$ cat config.mk
export PLATFORM = sky130hd
export DESIGN_NAME = inst_mem_pipe_flat
export DESIGN_NICKNAME = d
export VERILOG_FILES = /design/src/rtl/inst_mem_pipe_if.sv /design/src/rtl/inst_mem_pipe.sv /design/src/flat_wrapper.sv
export SDC_FILE = /design/constraint.sdc
export NUM_CORES = 2
export LEC_CHECK = 0
export BUFFER_PORTS_ARGS = -buffer_cell sky130_fd_sc_hd__buf_4
export CAP_MARGIN = 20
export CORE_MARGIN = 2
export CORE_UTILIZATION = 56
export DETAILED_ROUTE_END_ITERATION = 16
export PLACE_DENSITY = 0.75
export SLEW_MARGIN = 20
export SYNTH_ARGS = -nofsm -noshare
export SYNTH_HDL_FRONTEND = slang
export SYNTH_SLANG_ARGS = --single-unit
$ cat constraint.sdc
create_clock -name clk -period 3.5 [get_ports clk]
set_input_delay 0.175 -clock clk [delete_from_list [all_inputs] [get_ports clk]]
set_output_delay 0.175 -clock clk [all_outputs]
set_load 0.01 [all_outputs]
$ cat src/rtl/inst_mem_pipe_if.sv
// Fetch/response handshake, flush and program-load bus for the pipelined instruction memory.
interface inst_mem_pipe_if #(
    parameter int unsigned DATA_WIDTH = 32,
    parameter int unsigned ADDR_WIDTH = 32,
    parameter int unsigned DEPTH      = 64
);
    localparam int unsigned IDX_W = $clog2(DEPTH);

    logic                  req_valid;
    logic                  req_ready;
    logic [ADDR_WIDTH-1:0] req_addr;
    logic                  rsp_valid;
    logic                  rsp_ready;
    logic [DATA_WIDTH-1:0] rsp_inst;
    logic                  rsp_err;
    logic                  flush;
    logic                  load_en;
    logic [IDX_W-1:0]      load_idx;
    logic [DATA_WIDTH-1:0] load_data;

    modport master (
        output req_valid, req_addr, rsp_ready, flush, load_en, load_idx, load_data,
        input  req_ready, rsp_valid, rsp_inst, rsp_err
    );

    modport slave (
        input  req_valid, req_addr, rsp_ready, flush, load_en, load_idx, load_data,
        output req_ready, rsp_valid, rsp_inst, rsp_err
    );
endinterface

$ cat src/rtl/inst_mem_pipe.sv
// Synchronous-read instruction memory with 1-cycle valid/ready response, flush and load port.
// Optional macro IMEM_ADDR_CHECK_EN flags misaligned / out-of-range fetches instead of wrapping.
module inst_mem_pipe #(
    parameter int unsigned           DATA_WIDTH = 32,
    parameter int unsigned           ADDR_WIDTH = 32,
    parameter int unsigned           DEPTH      = 64,
    parameter logic [DATA_WIDTH-1:0] NOP_WORD   = DATA_WIDTH'(32'h00000013)
) (
    input  logic           clk,
    input  logic           rst,
    inst_mem_pipe_if.slave bus
);
    localparam int unsigned IDX_W = $clog2(DEPTH);

    typedef logic [DATA_WIDTH-1:0] word_t;

    // Boot program is the power-up image; reset deliberately leaves it alone.
    word_t mem [DEPTH] = '{
        0:  DATA_WIDTH'(32'h00000013), 1:  DATA_WIDTH'(32'h00500113),
        2:  DATA_WIDTH'(32'h00C00193), 3:  DATA_WIDTH'(32'h00918393),
        4:  DATA_WIDTH'(32'h0023E233), 5:  DATA_WIDTH'(32'h0041F2B3),
        6:  DATA_WIDTH'(32'h004282B3), 7:  DATA_WIDTH'(32'h005104B3),
        8:  DATA_WIDTH'(32'h00100193), 9:  DATA_WIDTH'(32'h007120A3),
        10: DATA_WIDTH'(32'h0092A023), 11: DATA_WIDTH'(32'h00112783),
        12: DATA_WIDTH'(32'h0002AA03),
        default: NOP_WORD
    };

    logic             rsp_valid_q;
    word_t            rsp_inst_q;
    logic             rsp_err_q;
    logic             accept;
    logic [IDX_W-1:0] rd_idx;
    logic             addr_err;

    assign rd_idx        = bus.req_addr[IDX_W+1:2];
    assign bus.req_ready = !bus.flush && (!rsp_valid_q || bus.rsp_ready);
    assign accept        = bus.req_valid && bus.req_ready;

`ifdef IMEM_ADDR_CHECK_EN
    assign addr_err = (bus.req_addr[1:0] != 2'b00) || (|bus.req_addr[ADDR_WIDTH-1:IDX_W+2]);
`else
    // Byte offset and upper bits are intentionally dropped so the index wraps.
    logic unused_addr_bits;
    assign unused_addr_bits = ^{bus.req_addr[1:0], bus.req_addr[ADDR_WIDTH-1:IDX_W+2]};
    assign addr_err         = 1'b0;
`endif

    // Load port runs regardless of reset, flush or stall.
    always_ff @(posedge clk) begin
        if (bus.load_en) begin
            mem[bus.load_idx] <= bus.load_data;
        end
    end

    // Response register; NBA ordering gives read-before-write on a same-word load.
    always_ff @(posedge clk) begin
        if (rst) begin
            rsp_valid_q <= 1'b0;
            rsp_inst_q  <= NOP_WORD;
            rsp_err_q   <= 1'b0;
        end else if (bus.flush) begin
            rsp_valid_q <= 1'b0;
        end else if (accept) begin
            rsp_valid_q <= 1'b1;
            rsp_inst_q  <= addr_err ? NOP_WORD : mem[rd_idx];
            rsp_err_q   <= addr_err;
        end else if (bus.rsp_ready) begin
            rsp_valid_q <= 1'b0;
        end
    end

    assign bus.rsp_valid = rsp_valid_q;
    assign bus.rsp_inst  = rsp_inst_q;
    assign bus.rsp_err   = rsp_err_q;
endmodule
$ cat src/flat_wrapper.sv
// flat-port wrapper written by rule: the top's interface ports become plain ports
module inst_mem_pipe_flat 
#(
    parameter int unsigned           DATA_WIDTH = 32,
    parameter int unsigned           ADDR_WIDTH = 32,
    parameter int unsigned           DEPTH      = 64,
    parameter logic [DATA_WIDTH-1:0] NOP_WORD   = DATA_WIDTH'(32'h00000013)
)
  (clk, rst, bus_req_valid, bus_req_addr, bus_rsp_ready, bus_flush, bus_load_en, bus_load_idx, bus_load_data, bus_req_ready, bus_rsp_valid, bus_rsp_inst, bus_rsp_err);
  inst_mem_pipe_if #(.DATA_WIDTH(DATA_WIDTH), .ADDR_WIDTH(ADDR_WIDTH), .DEPTH(DEPTH)) bus_i ();
  input  logic clk;
  input  logic rst;
  input wire logic [$bits(bus_i.req_valid)-1:0] bus_req_valid;
  input wire logic [$bits(bus_i.req_addr)-1:0] bus_req_addr;
  input wire logic [$bits(bus_i.rsp_ready)-1:0] bus_rsp_ready;
  input wire logic [$bits(bus_i.flush)-1:0] bus_flush;
  input wire logic [$bits(bus_i.load_en)-1:0] bus_load_en;
  input wire logic [$bits(bus_i.load_idx)-1:0] bus_load_idx;
  input wire logic [$bits(bus_i.load_data)-1:0] bus_load_data;
  output wire logic [$bits(bus_i.req_ready)-1:0] bus_req_ready;
  output wire logic [$bits(bus_i.rsp_valid)-1:0] bus_rsp_valid;
  output wire logic [$bits(bus_i.rsp_inst)-1:0] bus_rsp_inst;
  output wire logic [$bits(bus_i.rsp_err)-1:0] bus_rsp_err;
  assign bus_i.req_valid = bus_req_valid;
  assign bus_i.req_addr = bus_req_addr;
  assign bus_i.rsp_ready = bus_rsp_ready;
  assign bus_i.flush = bus_flush;
  assign bus_i.load_en = bus_load_en;
  assign bus_i.load_idx = bus_load_idx;
  assign bus_i.load_data = bus_load_data;
  assign bus_req_ready = bus_i.req_ready;
  assign bus_rsp_valid = bus_i.rsp_valid;
  assign bus_rsp_inst = bus_i.rsp_inst;
  assign bus_rsp_err = bus_i.rsp_err;
  inst_mem_pipe #(.DATA_WIDTH(DATA_WIDTH), .ADDR_WIDTH(ADDR_WIDTH), .DEPTH(DEPTH), .NOP_WORD(NOP_WORD)) u_core (.clk(clk), .rst(rst), .bus(bus_i));
endmodule
* Word-level counts from Yosys, hierarchy flattened
Memory sizes are Yosys's and may differ from the RTL's. A register that Yosys moved wholly into a read port is not among the register bits.
Index checks and enable logic that the tools add are counted.
Widths: inputs -> output; s select.
** Word-level totals
- Logic and storage cells :: 15
- Memories kept :: 1
- Output and inout port bits :: 35
- Bits in writable memories :: 2048
- Flip-flop bits (word level) :: 1
** Cells by class
- Bitwise gates (word level) :: 1
- Reduce and logical (&&, ||, !) cells :: 8
- Muxes and demuxes :: 4
** Memory list
- u_core.mem :: words 64, width 32, rd ports 1, clocked after memory_dff 1, write ports 1, line inst_mem_pipe.sv:18 : word_t mem [DEPTH] = '{
** Operators with widths (number)
- $mux 1 :: 4
- $logic_and 1x1->1 :: 2
- $logic_not 1->1 :: 2
- $reduce_and 2->1 :: 1
- $reduce_bool 2->1 :: 1
- $reduce_or 2->1 :: 1
- $logic_or 1x1->1 :: 1
- $not 1->1 :: 1

* Logic depth before layout (Yosys ltp)
- Word-level depth :: 5
- Mapped depth :: 11
- Gate-level depth less buffers :: 5

* Least setup slack after synthesis
OpenSTA, ideal clock, no wires.
- Kind :: input to register
- Start point :: in bus_load_idx[3]
- End point :: mem u_core.mem[48][0] (netlist bit) (enable)
- Setup slack :: 140 ps
- Data arrival time :: 2899 ps
- Required time :: 3039 ps
- Path buffers :: 1
- Cell stages on the path :: 4
- Cells stage by stage :: clkbuf_1 nor2b_1 nand4b_1 nor3_1
** RTL lines
- start, declared :: line flat_wrapper.sv:18 : input wire logic [$bits(bus_i.load_idx)-1:0] bus_load_idx;
- end, declared :: line inst_mem_pipe.sv:18
Straight into the memory's write port.

==> results.tsv <==
metric	value	unit
status	finished, final reports clean	
post-DP HPWL	112000	um
fin nets	4077	
required time of the critical path	4200	ps
clock sinks	2081	
Leak	0.0290	uW
vias after detailed routing	41114	
# rows	138	
Die Y	382	um
Avg Vias per Cell	6.78	
Slew Limit Fails	0	
peak per-stage delay on the critical path	600	ps
gr usage total	28.2	%
PostCTS Resize Cnt	0	
vias in the first global route	40664	
worst r2r path cells	6	
worst min path class	in -> reg	
kind of critical path	reg -> reg	
Max H-tree Level	4	
hold slack final	79.9	ps
first-pass GRT wire length	290000	um
Synth Warn #	0	
ys flop type	edfxtp_1	
largest net degree at the start of global routing	65	
RSZ-0062 raised after global routing	false	
Flop pwr share	54.0	%
antenna violations before repair	7	
Critical Path Sink Type	flip-flop	
Crit Path Max Fanout	1	
Final Wtd Congestion	0.798	
number of synthesized register bits	2081	
Ports	111	
hold depth	3	
Iteration-0 DRC Markers	5903	
FF/Latch Area	62200	um^2
multi-input logic area	17100	um^2
Tightest Pin Transition	1020	ps
post-route ant nets	0	
Crit path max-delay family	buffers and inverters	
P per Cell Area	565	nW/um^2
Port Buf Inserts	83	
worst-path cell chain	mux4_2, mux4_2, a41oi_1, dlygate4sd3_1, nand4_1, dlygate4sd3_1	
setup bufs post-CTS	0	
final wirelength	204000	um
Clk pin slew, worst setup/hold paths	60	ps
post-DR wirelength/cell	33.7	um
Mapped Area	79900	um^2
CTS tree	built	
critical path data arrival time	3740	ps
core area	142000	um^2
upper clock frequency limit	0.329	GHz
critical path's slowest cell	dlygate4sd3_1	
final worst-path cycle share	86.7	%
Sw Share	20.7	%
die area	146000	um^2
number of flops mapped to enable cells by yosys	2048	
Crit path depth	6	
share of layout cells above drive strength 1	25.2	%
worst path bufs/invs	2	
CTS Hold Buffers Added	40	
worst vdd rail ir drop	0.435	mV
sequential-to-total area share from yosys stat	77.8	%
Die Width	382	um
Clock Path Buffers	3	
Worst Skew	36.2	ps
fin util	64.1	%
net count after synthesis	3793	
Post-Syn Instances	3717	
Avg Cell Area, Syn	21.5	um^2
clock network power share	41.0	%
final hold viol count	0	
Worst-Skew Late Latency	830	ps
CTS Buf Count	193	
Overflow after GRT	0	
sw power	10600	uW
Starting Density	56.4	%
# fillers	9151	
setup TNS	0	ps
drt drc	0	
Final min period	3040	ps
# Max-Cap Violations	0	
# setup viols final	0	
critical path startpoint category	flip-flop	
clock root buffer	clkbuf_16	
asr flop ratio synth	0	%
synth unique cells	58	
DRT Pass-1 Iters	5	
Slew headroom	30.4	%
Int Pwr	40600	uW
Layout area overhead	13.6	%
Logic pwr share	5.0	%
[state kept, by name, indices dropped and copies added (netlist names)]
name / cells
u_core.bus.rsp_inst: 32
u_core.mem: 2048
u_core.bus.rsp_valid: 1
[synthesized netlist by cell type (5+ instances only)]
cell,count,area [um^2]
o221a_2,6,67.6
dfxtp_1,33,661
a32o_1,11,110
a211o_1,6,52.6
nand3_1,48,240
nand4b_1,11,96.3
o22a_1,8,70.1
clkbuf_1,87,327
nor2_1,104,390
a2bb2oi_1,7,61.3
a22oi_1,34,255
o221ai_1,33,289
buf_1,18,67.6
buf_2,51,255
buf_6,18,203
nand2b_1,9,56.3
mux2_2,11,124
o22ai_1,72,450
a221oi_1,11,96.3
and2_1,25,156
o211ai_1,34,255
edfxtp_1,2048,61500
nand2_1,130,488
inv_1,5,18.8
nand4_1,17,106
a21oi_1,37,185
nand3b_1,12,90.1
a32oi_1,10,87.6
buf_4,40,300
nor4_1,6,37.5
o21a_1,9,67.6
nor2b_1,10,62.6
a2111oi_0,9,78.8
mux2i_1,263,2630
a31oi_1,24,150
mux4_2,425,9570
[layout by cell type, fill, tap and decap left out, types with 32 or more instances in the layout]
| cell type | instances |
|---|---|
| o211ai_1 | 34 |
| a22oi_1 | 34 |
| edfxtp_1 | 2048 |
| clkinv_1 | 44 |
| nor2_1 | 41 |
| dfxtp_1 | 33 |
| mux2i_1 | 263 |
| mux4_2 | 425 |
| dlygate4sd3_1 | 40 |
| nor2_4 | 62 |
| clkbuf_16 | 198 |
| buf_12 | 32 |
| clkbuf_1 | 47 |
| nand3_1 | 48 |
| o221ai_1 | 33 |
| o22ai_1 | 72 |
| buf_4 | 228 |
| nand2_1 | 129 |
| a21oi_1 | 37 |
[worst paths after layout]
check             slack, ps                              endpoint                                 start
hold reg to reg         500  u_core.bus.rsp_inst[19]$_SDFFE_PP0P_  u_core.bus.rsp_inst[19]$_SDFFE_PP0P_
setup / recovery        460   u_core.bus.rsp_inst[0]$_SDFFE_PP1P_           u_core.mem[59][0]$_DFFE_PP_
setup reg to reg        460   u_core.bus.rsp_inst[0]$_SDFFE_PP1P_           u_core.mem[59][0]$_DFFE_PP_
hold / removal           80           u_core.mem[54][2]$_DFFE_PP_                       bus_load_idx[1]
[metal layers]
metal	share of wire, %	vias up	global-route usage [%]
li1	-	16226	-
met1	38	21576	40.0
met2	47	2890	43.3
met3	12	416	6.36
met4	3.7	6	10.5
met5	0.017	-	0
[power by group through the flow]
stage / combinational, uW / sequential, uW / clock, uW
floorplan: 1390 / 28100 / 0
global placement: 2460 / 28200 / 0
detailed placement: 2520 / 28200 / 0
CTS: 2580 / 27600 / 21200
global route: 2710 / 27600 / 22100
finish: 2580 / 27700 / 21000
[worst reg2reg max path: cells and delay by family (launching register included)]
family | cells | cell delay (ps)
buffers and inverters | 2 | 1170
muxes | 2 | 1090
DFF | 1 | 370
AOI/OAI and AO/OA | 1 | 230
and+or+nand+nor | 1 | 90
[kinds of logic after synthesis]
family / after synthesis / synth area share, %
flops: 2081 / 77.8
other cells: 1 / 0.00469
simple gates: 387 / 2.28
buf+inv: 223 / 1.49
compound gates: 326 / 2.99
mux: 699 / 15.4
[per-stage QoR]
| stage | setup WS (ps) | cells | instance area [um^2] | power [uW] |
|---|---|---|---|---|
| global route | 401 | 6056 | 90700 | 52500 |
| global placement | 622 | 5656 | 84000 | 30600 |
| floorplan | 140 | 3717 | 79900 | 29500 |
| detailed placement | 619 | 5656 | 84000 | 30700 |
| CTS | 526 | 6054 | 90700 | 51400 |
| finish | 465 | 6060 | 90700 | 51200 |
[layout make-up]
type | count | share of cell area (%)
tap | 1890 | 2.61
clock buffer | 252 | 5.76
multi-input combinational | 1413 | 18.8
antenna | 6 | 0.0165
clock inverter | 106 | 1.19
inverter | 8 | 0.0400
timing repair buffer | 304 | 3.10
sequential | 2081 | 68.5
(Power assumes the default switching activity.)
